File: config.mk
export PLATFORM = sky130hd
export DESIGN_NAME = mpc_dot_accum_29s_21s
export DESIGN_NICKNAME = d
export VERILOG_FILES = /design/src/rtl/mpc_dot_accum_29s_21s.sv
export SDC_FILE = /design/constraint.sdc
export NUM_CORES = 1
export LEC_CHECK = 0
export ABC_AREA = 1
export CAP_MARGIN = 20
export CORE_AREA = 2 2 135 137
export DETAILED_ROUTE_END_ITERATION = 6
export DIE_AREA = 0 0 137 139
export HOLD_SLACK_MARGIN = 0.08
export PLACE_DENSITY = 0.74
export SETUP_SLACK_MARGIN = 0.02
export SLEW_MARGIN = 15
export SYNTH_ARGS = -nofsm -noshare
export SYNTH_HDL_FRONTEND = slang
export SYNTH_SLANG_ARGS = --single-unit
File: constraint.sdc
create_clock -name clk -period 4.41 [get_ports clk]
set_input_delay 0.882 -clock clk [delete_from_list [all_inputs] [get_ports clk]]
set_output_delay 0.882 -clock clk [all_outputs]
set_load 0.02 [all_outputs]
File: src/rtl/mpc_dot_accum_29s_21s.sv
// Dot-product accumulator behind the 3-cycle ce-gated 21s x 8s multiplier.
// Aligns operand tags with the product stream, accumulates, then rounds and saturates to 21 bits.
//
// state | meaning
// IDLE  | no dot product open, waiting for a first-tagged term
// ACC   | dot product open, accumulating until a last-tagged term
module mpc_dot_accum_29s_21s #(
    parameter int MUL_LAT    = 3,
    parameter int P_W        = 29,
    parameter int ACC_W      = 40,
    parameter int OUT_W      = 21,
    parameter int FRAC_SHIFT = 8
) (
    input  logic             clk,
    input  logic             rst,
    input  logic             ce,
    input  logic             op_valid,
    input  logic             op_first,
    input  logic             op_last,
    input  logic [P_W-1:0]   p,
    output logic [OUT_W-1:0] y,
    output logic             y_valid,
    output logic             y_sat,
    output logic             busy,
    output logic             seq_err
);

    localparam logic signed [ACC_W:0] RND  = (ACC_W+1)'(64'sd1 <<< (FRAC_SHIFT-1));
    localparam logic signed [ACC_W:0] YMAX = (ACC_W+1)'((64'sd1 <<< (OUT_W-1)) - 64'sd1);
    localparam logic signed [ACC_W:0] YMIN = (ACC_W+1)'(-(64'sd1 <<< (OUT_W-1)));

    typedef enum logic {IDLE, ACC} state_t;
    state_t state;

    logic [MUL_LAT-1:0]      v_sr, f_sr, l_sr;
    logic                    d_valid, d_first, d_last;
    logic signed [ACC_W-1:0] acc, p_ext, acc_base, acc_next;
    logic signed [ACC_W:0]   s_rnd, r;
    logic                    take, emit, clip_hi, clip_lo;

    assign d_valid = v_sr[MUL_LAT-1];
    assign d_first = f_sr[MUL_LAT-1];
    assign d_last  = l_sr[MUL_LAT-1];
    assign busy    = (state == ACC);

    // Tag delay line mirrors the multiplier pipeline, so it advances only with ce.
    if (MUL_LAT > 1) begin : g_tag_multi
        always_ff @(posedge clk or posedge rst) begin
            if (rst) begin
                v_sr <= '0;
                f_sr <= '0;
                l_sr <= '0;
            end else if (ce) begin
                v_sr <= {v_sr[MUL_LAT-2:0], op_valid};
                f_sr <= {f_sr[MUL_LAT-2:0], op_first};
                l_sr <= {l_sr[MUL_LAT-2:0], op_last};
            end
        end
    end else begin : g_tag_single
        always_ff @(posedge clk or posedge rst) begin
            if (rst) begin
                v_sr <= '0;
                f_sr <= '0;
                l_sr <= '0;
            end else if (ce) begin
                v_sr <= op_valid;
                f_sr <= op_first;
                l_sr <= op_last;
            end
        end
    end

    always_comb begin
        p_ext    = {{(ACC_W-P_W){p[P_W-1]}}, p};
        take     = ce & d_valid & (d_first | (state == ACC));
        emit     = take & d_last;
        acc_base = d_first ? '0 : acc;
        acc_next = acc_base + p_ext;
        // One guard bit so the rounding increment cannot wrap the sum.
        s_rnd    = $signed({acc_next[ACC_W-1], acc_next}) + RND;
        r        = s_rnd >>> FRAC_SHIFT;
        clip_hi  = (r > YMAX);
        clip_lo  = (r < YMIN);
    end

    always_ff @(posedge clk or posedge rst) begin
        if (rst) begin
            state   <= IDLE;
            acc     <= '0;
            y       <= '0;
            y_valid <= 1'b0;
            y_sat   <= 1'b0;
            seq_err <= 1'b0;
        end else begin
            y_valid <= emit;
            y_sat   <= emit & (clip_hi | clip_lo);
            if (emit) begin
                if (clip_hi)
                    y <= YMAX[OUT_W-1:0];
                else if (clip_lo)
                    y <= YMIN[OUT_W-1:0];
                else
                    y <= r[OUT_W-1:0];
            end
            if (take)
                acc <= acc_next;
            if (ce && d_valid) begin
                case (state)
                    IDLE: begin
                        if (!d_first)
                            seq_err <= 1'b1;
                        else if (!d_last)
                            state <= ACC;
                    end
                    ACC: begin
                        if (d_first)
                            seq_err <= 1'b1;
                        if (d_last)
                            state <= IDLE;
                    end
                    default: state <= IDLE;
                endcase
            end
        end
    end

endmodule

==> out/summary.log, run 1 <==
INFO  place          place.gp.congestion=0.9817
INFO  synthesis      share_of_synthesized_flip_flops_with_an_asynchronous_set_or_reset=1.000
INFO  global_routing grt_pass1_vias=8264
INFO  pwr            vdd.ir_drop.worst=0.0003987V
INFO  layout         layout_common_cells=nand2_1, inv_1, nor2_1
INFO  min_path       worst_hold_path_type=flop to flop
INFO  worst_setup_path crit_path_start_kind=primary input
INFO  synthesis      synth_warnings=0
INFO  synthesis      postSynthAreaPerCell=5.876um^2
INFO  layout         antenna_cells=0
INFO  timing         worst-slew-pin-transition=0.7990ns
INFO  worst_setup_path path_common_cell=nand2_1
INFO  routing        drc=0
INFO  synthesis      synth-edff-count=0
INFO  worst_setup_path cp_cell_sequence=clkdlybuf4s50_1 > ha_1 > nand2_1 > nand2_1 > nand2_1 > nand2_1 > nand2_1 > nand2_1 > a21oi_1 > nand2_1 > nand2_1 > nand2_1 > nor2_2 > nand2_2 > nor2_4 > nand3_1 > nand2_1 > nand2_1 > nor2_1 > nand3_2 > a21oi_4 > clkbuf_16 > a21oi_2
INFO  routing        wire_per_inst=14.75um
INFO  min_path       worst_hold_startpoint=l_sr[1]
INFO  routing        route.final.wire_length=26340um
INFO  timing         setup_viol=0
INFO  clock_tree     cts.clk_slew.worst_paths=0.06ns
INFO  timing         maxSlewHeadroom=0.4666
INFO  die            fp.dieH=139um
INFO  synthesis      ys_seq_area_frac=0.2276
INFO  timing         finalCritPeriodShare=0.9561
INFO  layout         nets=1629
INFO  clock_tree     clk_latency=0.36ns
INFO  place          post-dp-hpwl=20870um
INFO  routing        drt_first_iter_violations=640
INFO  flow_run       maxCapViolations=0
INFO  worst_setup_path end_kind=flop
INFO  worst_setup_path worst-path-max-fanout=8
INFO  die            start_util=0.4609
INFO  layout         area_growth_syn_to_layout=27.91%
INFO  worst_setup_path timing.critical_path.slowest_stage_cell=clkdlybuf4s50_1
INFO  worst_setup_path setup.worst_path.start=p[12]
INFO  layout         final_common_cell=nand2_1
INFO  synthesis      yosysTopAreaCell=dfrtp_1
INFO  outcome        run_status=finished clean
INFO  pwr            leakage=0.005627uW
INFO  worst_setup_path cpPeakStageDelay=0.43ns
INFO  die            die_x=137um
INFO  synthesis      synth_top_area_share=0.2276
INFO  routing        viasPerCell=4.960
INFO  routing        dr.pass1.iters=5
INFO  timing         fin_crit=4.216ns
INFO  worst_setup_path worst_path_dominant_cell_family=simple AND/OR/NAND/NOR gates
INFO  pwr            power.density_cell_area=628.8mW/mm^2
INFO  clock_tree     cts_root_buffer=clkbuf_16
INFO  worst_setup_path timing.setup.critical_path_class=primary input to flop
INFO  timing         clock-skew-final=0.01364ns
INFO  synthesis      synth_ff_type=dfrtp_1
INFO  clock_tree     cts_max_level=3
INFO  die            floorplan_die_area=0.01904mm^2
INFO  global_routing antenna_found_initial=0
INFO  die            core_box_area=0.01766mm^2
INFO  timing         final_max_slew_viol_count=0
INFO  synthesis      synth_cell_types=38
INFO  worst_setup_path worstReg2RegStart=f_sr[2]
INFO  clock_tree     cts_tree=done
INFO  clock_tree     numClockSinks=74
INFO  global_routing grt_use_total=0.2770
INFO  timing         timing.final.hold_violations=0
INFO  die            row_count=49
INFO  clock_tree     clk_path_buf_depth=2
INFO  clock_tree     cts_hold_repair.buffers=0
INFO  worst_setup_path timing.critical_path.buf_inv=2
INFO  layout         num-fill-cells=1720
INFO  place          io_buffers=59
INFO  global_routing grt_overflow_total=0
INFO  synthesis      syn_area=0.008138mm^2
INFO  synthesis      synth-seq-cells=74
INFO  die            io-pin-count=60
INFO  global_routing largest_net_degree_at_the_start_of_global_routing=57
INFO  routing        route.antenna.remaining_nets=0
INFO  synthesis      syn-num-nets=1462
INFO  synthesis      post_synth_inst_count=1385
INFO  timing         hold-worst-slack=0.4813ns
INFO  worst_setup_path timing.critical_path.arrival=4.46ns
INFO  worst_setup_path crit_required=4.65ns
INFO  routing        vias=8859
INFO  clock_tree     cts_made_buffers=9
INFO  pwr            fin_total_pwr=6545uW
INFO  global_routing grt_first_pass_wirelength=41270um
INFO  layout         final_layout_size_suffix_gt1_frac=0.2087
INFO  synthesis      yosys-top-cells-area=dfrtp_1, nand2_1, inv_1
INFO  timing         timing.fmax=237.2MHz
-- per-layer routing --
metal,vias to the layer above,GRT usage,wire [um]
li1,4566,-,-
met1,4035,0.3695,11900
met3,47,0.03472,1152
met2,211,0.4635,12460
met5,-,0,0
met4,0,0.08573,822
-- cell type report --
| cell class | count | area (um^2) | area share |
|---|---|---|---|
| Clock buffer | 9 | 225.2 | 0.02164 |
| Clock inverter | 7 | 83.83 | 0.008054 |
| Inverter | 262 | 983.4 | 0.09448 |
| Multi-Input combinational cell | 1029 | 5409 | 0.5197 |
| Sequential cell | 74 | 1852 | 0.1779 |
| Tap cell | 229 | 286.5 | 0.02753 |
| Timing Repair Buffer | 176 | 1569 | 0.1507 |
-- cells by family (layout without fill, tap and decap cells) --
kind of cell,count (synthesis),in the layout,synth area share
buffers and inverters,282,454,0.1359
AND/OR/NAND/NOR,852,852,0.4634
XOR/XNOR,23,23,0.02475
adder cells (fa/ha/maj),42,42,0.06550
multiplexers,1,1,0.001384
flip-flops,74,74,0.2276
AO/OA/AOI/OAI,111,111,0.08149
-- power breakdown --
| group | leakage, uW | switching, uW | internal, uW |
|---|---|---|---|
| Sequential | 0.000878 | 147 | 957 |
| Clock | 0.000149 | 365 | 451 |
| Combinational | 0.00460 | 2830 | 1790 |
| Total | 0.00563 | 3350 | 3200 |
-- tightest hold or removal path, stage by stage (launching register included) --
cell and delay [ns]:
dfrtp_1 0.34, nand2_1 0.05, o21ai_0 0.06
-- metrics by stage --
| stage | utilization | instance area [um^2] | setup slack, ns | TNS (ns) | std cells |
|---|---|---|---|---|---|
| 2_1_floorplan | - | 8138 | 0.5887 | 0 | 1385 |
| 3_3_place_gp | 0.5525 | 9756 | -0.1923 | -3.810 | 1763 |
| 3_5_place_dp | 0.5525 | 9756 | -0.2065 | -3.815 | 1763 |
| 4_1_cts | 0.5700 | 10060 | 0.1436 | 0 | 1779 |
| 5_1_grt | 0.5895 | 10410 | -0.03930 | -0.4069 | 1786 |
| 6_report | 0.5895 | 10410 | 0.1936 | 0 | 1786 |
-- synth_stat cells (2+ instances only) --
cell type / instances
a21oi_1: 31
nor2_2: 23
o21ai_0: 49
nand2_4: 4
xor2_1: 17
nand3_1: 85
nor3_1: 10
o21bai_1: 2
nand4_1: 25
o22ai_1: 2
xnor2_1: 6
nand3_2: 6
inv_1: 239
nand2_1: 474
inv_2: 19
nand2_2: 51
nor2_4: 10
nand3b_1: 4
o21ai_1: 2
buf_12: 2
dfrtp_1: 74
clkbuf_1: 16
a21oi_2: 23
clkinv_1: 4
ha_1: 41
nor2_1: 153
buf_6: 2
-- flip-flops by register name, summed over array words and instances (netlist names) --
name / flops
acc: 40
busy: 1
f_sr: 3
l_sr: 3
seq_err: 1
v_sr: 3
y: 21
y_sat: 1
y_valid: 1
-- timing repair --
action | CTS | global route
setup endpoints to repair | 0 | 21
resized for setup | 0 | 63
buffers inserted | 0 | 4
hold endpoints to repair | 0 | 0
-- worst paths after layout --
kind,end,slack (ns),cells after the start
hold reg to reg,l_sr[2],0.48,2
min in group asynchronous,acc[6],0.99,2
hold / removal,l_sr[2],0.48,2
max in group asynchronous,y[8],2.47,3
setup reg to reg,y[2],0.43,25
setup / recovery,y[2],0.19,23
Power figures use the tool's default switching activity.
==> inputs of run 2 (changes only) <==
--- a/config.mk
+++ b/config.mk
@@ -12,6 +12,7 @@
 export DIE_AREA = 0 0 137 139
 export HOLD_SLACK_MARGIN = 0.08
 export PLACE_DENSITY = 0.74
+export REMOVE_ABC_BUFFERS = 1
 export SETUP_SLACK_MARGIN = 0.02
 export SLEW_MARGIN = 15
 export SYNTH_ARGS = -nofsm -noshare
==> run 2 against run 1 <==
Final cell count is 1.2% lower. Global-route usage decreased by 1.6 points. Combinational power is 6.0% lower. Utilization shrank 1.3 points. Via count barely moved. Non-clock buffer count down 22. Flip-flop and latch count stayed put. Sequential share of layout area increased by 0.39 points.
==> out/summary.log, run 2 (synthesis gave the netlist of run 1 again) <==
INFO  place          io_buffers=59 [unchanged]
INFO  layout         seq_area=0.001852mm^2 [unchanged]
INFO  worst_setup_path end_kind=flop
INFO  worst_setup_path timing.critical_path.arrival=4.45ns [about the same]
INFO  min_path       hold-path-endpoint=acc[30]
INFO  clock_tree     cts_root_buffer=clkbuf_16
INFO  die            floorplan_die_area=0.01904mm^2 [unchanged]
INFO  global_routing antenna_found_initial=0 [unchanged]
INFO  clock_tree     cts_hold_repair.buffers=0 [unchanged]
INFO  global_routing grt_first_pass_wirelength=39320um [-4.7%]
INFO  layout         biggestRegsByFlops=acc: 40 flops, y: 21 flops
INFO  layout         largest_register_ff_count=40 [unchanged]
INFO  layout         layout_common_cells=nand2_1, inv_1, nor2_1
INFO  timing         setup_viol=0 [unchanged]
INFO  clock_tree     cts_made_buffers=9 [unchanged]
INFO  layout         post-route-util=0.5770 [-0.01254]
INFO  global_routing grt_use_total=0.2613 [-0.01574]
INFO  pwr            vdd.ir_drop.worst=0.0003666V [-8.0%]
INFO  routing        dr.pass1.iters=6 [+1]
INFO  clock_tree     numClockSinks=74 [unchanged]
INFO  clock_tree     cts_max_level=3 [unchanged]
INFO  min_path       worst_hold_startpoint=acc[30]
INFO  layout         antenna_cells=0 [unchanged]
INFO  timing         fin_crit=4.211ns [-0.005827 ns]
INFO  die            io-pin-count=60 [unchanged]
INFO  place          dpl.cell_count=1740 [-1.3%]
INFO  flow_run       maxCapViolations=0 [unchanged]
INFO  pwr            power.density_cell_area=626.3mW/mm^2 [-0.39%]
INFO  die            row_count=49 [unchanged]
INFO  routing        viasPerCell=5.018 [+1.2%]
INFO  worst_setup_path crit_path_start_kind=primary input
INFO  place          dp_worst_setup_slack=-0.1581ns [+0.04838 ns]
INFO  routing        drt_first_iter_violations=644 [+0.63%]
INFO  worst_setup_path crit-reg2reg-capture=y[9]
INFO  layout         finish.cell_count_without_fillers=1764 [-1.2%]
INFO  worst_setup_path register_to_register_setup_slack=0.37ns [-0.06 ns]
INFO  layout         multi_input_area=0.005335mm^2 [-1.4%]
INFO  clock_tree     cts.clk_slew.worst_paths=0.06ns [about the same]
INFO  worst_setup_path worstRegToRegCells=24 [-4.0%]
INFO  outcome        run_status=finished clean
INFO  global_routing grt_overflow_total=0 [unchanged]
INFO  worst_setup_path crit_required=4.65ns [about the same]
INFO  routing        route.antenna.remaining_nets=0 [unchanged]
INFO  routing        route.final.wire_length=24340um [-7.6%]
INFO  timing         final_tns_setup=0ns [unchanged]
INFO  layout         area_growth_syn_to_layout=25.18%
INFO  routing        vias=8852 [-0.079%]
INFO  pwr            fin_total_pwr=6381uW [-2.5%]
INFO  clock_tree     clk_latency=0.36ns [about the same]
INFO  place          post-dp-hpwl=19540um [-6.3%]
INFO  die            fp.dieH=139um [unchanged]
INFO  place          place.gp.congestion=0.9600 [-2.2%]
INFO  worst_setup_path timing.setup.critical_path_class=primary input to flop
INFO  timing         final_max_slew_viol_count=0 [unchanged]
INFO  layout         final_common_cell=nand2_1
INFO  clock_tree     cts_tree=done
INFO  global_routing grt_pass1_vias=8217 [-0.57%]
INFO  pwr            leakage=0.005496uW [-2.3%]
INFO  timing         worst-slew-pin-transition=0.8406ns [+0.04161 ns]
INFO  die            core_box_area=0.01766mm^2 [unchanged]
INFO  timing         timing.fmax=237.5MHz [+0.14%]
INFO  die            start_util=0.4609 [unchanged]
INFO  layout         final_layout_size_suffix_gt1_frac=0.1909 [-0.01786]
INFO  timing         clock-skew-final=0.01116ns [-0.002486 ns]
INFO  min_path       timing.hold.worst_path_depth=2 [unchanged]
INFO  clock_tree     clk_path_buf_depth=2 [unchanged]
INFO  timing         timing.final.hold_violations=0 [unchanged]
INFO  min_path       worst_hold_path_type=flop to flop
INFO  die            die_x=137um [unchanged]
INFO  timing         finalCritPeriodShare=0.9548 [-0.001321]
INFO  worst_setup_path worst-path-max-fanout=5 [-3]
INFO  timing         worst_slack=0.1994ns [+0.005827 ns]
INFO  routing        drc=0 [unchanged]
INFO  layout         nets=1607 [-1.4%]
INFO  layout         num-fill-cells=1803 [+4.8%]
INFO  global_routing largest_net_degree_at_the_start_of_global_routing=58 [+1.8%]
INFO  timing         maxSlewHeadroom=0.4396 [-0.02696]
INFO  worst_setup_path worstReg2RegStart=f_sr[2]
INFO  layout         top_register=acc
INFO  routing        wire_per_inst=13.80um [-6.4%]
==> run 2: cell count changes in the layout (fill, tap and decap cells not counted), moves of 2 or more <==
cell and change:
nor2_1 +4, ha_4 -3, buf_4 -19, bufinv_16 +3, clkbuf_16 -2, ha_2 +2
nand3_1 +2, nor2_2 -2, inv_6 -2, nor2_4 -2
==> run 2: per-stage QoR <==
stage               instance area (um^2)  hold slack, ns
floorplan                           8015          0.4480
global placement                    9584          0.4644
detailed placement                  9584          0.4695
CTS                                 9951          0.4885
global route                       10190          0.5025
finish                             10190          0.4828
==> run 2: how the worst max path moves through the flow <==
stage                     startpoint   end  slack [ns]
final                           p[0]  y[9]        0.20
after global routing            p[0]  y[6]       -0.02
after CTS                       p[8]  y[5]        0.20
after detailed placement        p[8]  y[2]       -0.16
after global placement          p[0]  y[1]       -0.08
after floorplan              f_sr[2]  y[0]       -0.27
==> run 2: timing repair <==
action	in CTS	in global routing
gates resized for setup	0	47
endpoints found under the setup margin	0	21
setup buffers	0	6
==> run 2: power breakdown <==
group	internal (uW)	leakage (uW)	switching [uW]
clock network	614	0.000177	332
registers	956	0.000878	125
logic	1640	0.00444	2710
==> run 2: layout make-up <==
type	instances	share of cell area
multi-input combinational	1029	0.5237
clock buffer	10	0.02248
inverter	262	0.09666
sequential	74	0.1818
clock inverter	6	0.01351
timing repair buffer	154	0.1338
tap	229	0.02813
==> run 2: worst max-delay path, cell delays in order <==
cell	delay, ns
clkdlybuf4s50_1	0.46
ha_1	0.16
inv_1	0.05
fa_1	0.35
inv_1	0.08
buf_4	0.12
nand3_1	0.10
nand3_1	0.18
nand2_1	0.12
nand2_1	0.13
nand2_1	0.08
nand2_2	0.11
nand2_1	0.11
nor2_1	0.22
nand3_2	0.15
inv_1	0.13
nand4_1	0.10
nand2_1	0.09
nand2_1	0.08
nor2_2	0.13
nand3_2	0.11
a21oi_4	0.26
clkbuf_16	0.21
a21oi_2	0.05
==> run 2: metal layers <==
layer,track usage,part of all wire,vias to the layer above
met5,0,0,-
met3,0.04240,0.071,39
li1,-,-,4527
met2,0.4119,0.45,262
met4,0.07542,0.023,0
met1,0.3665,0.45,4024
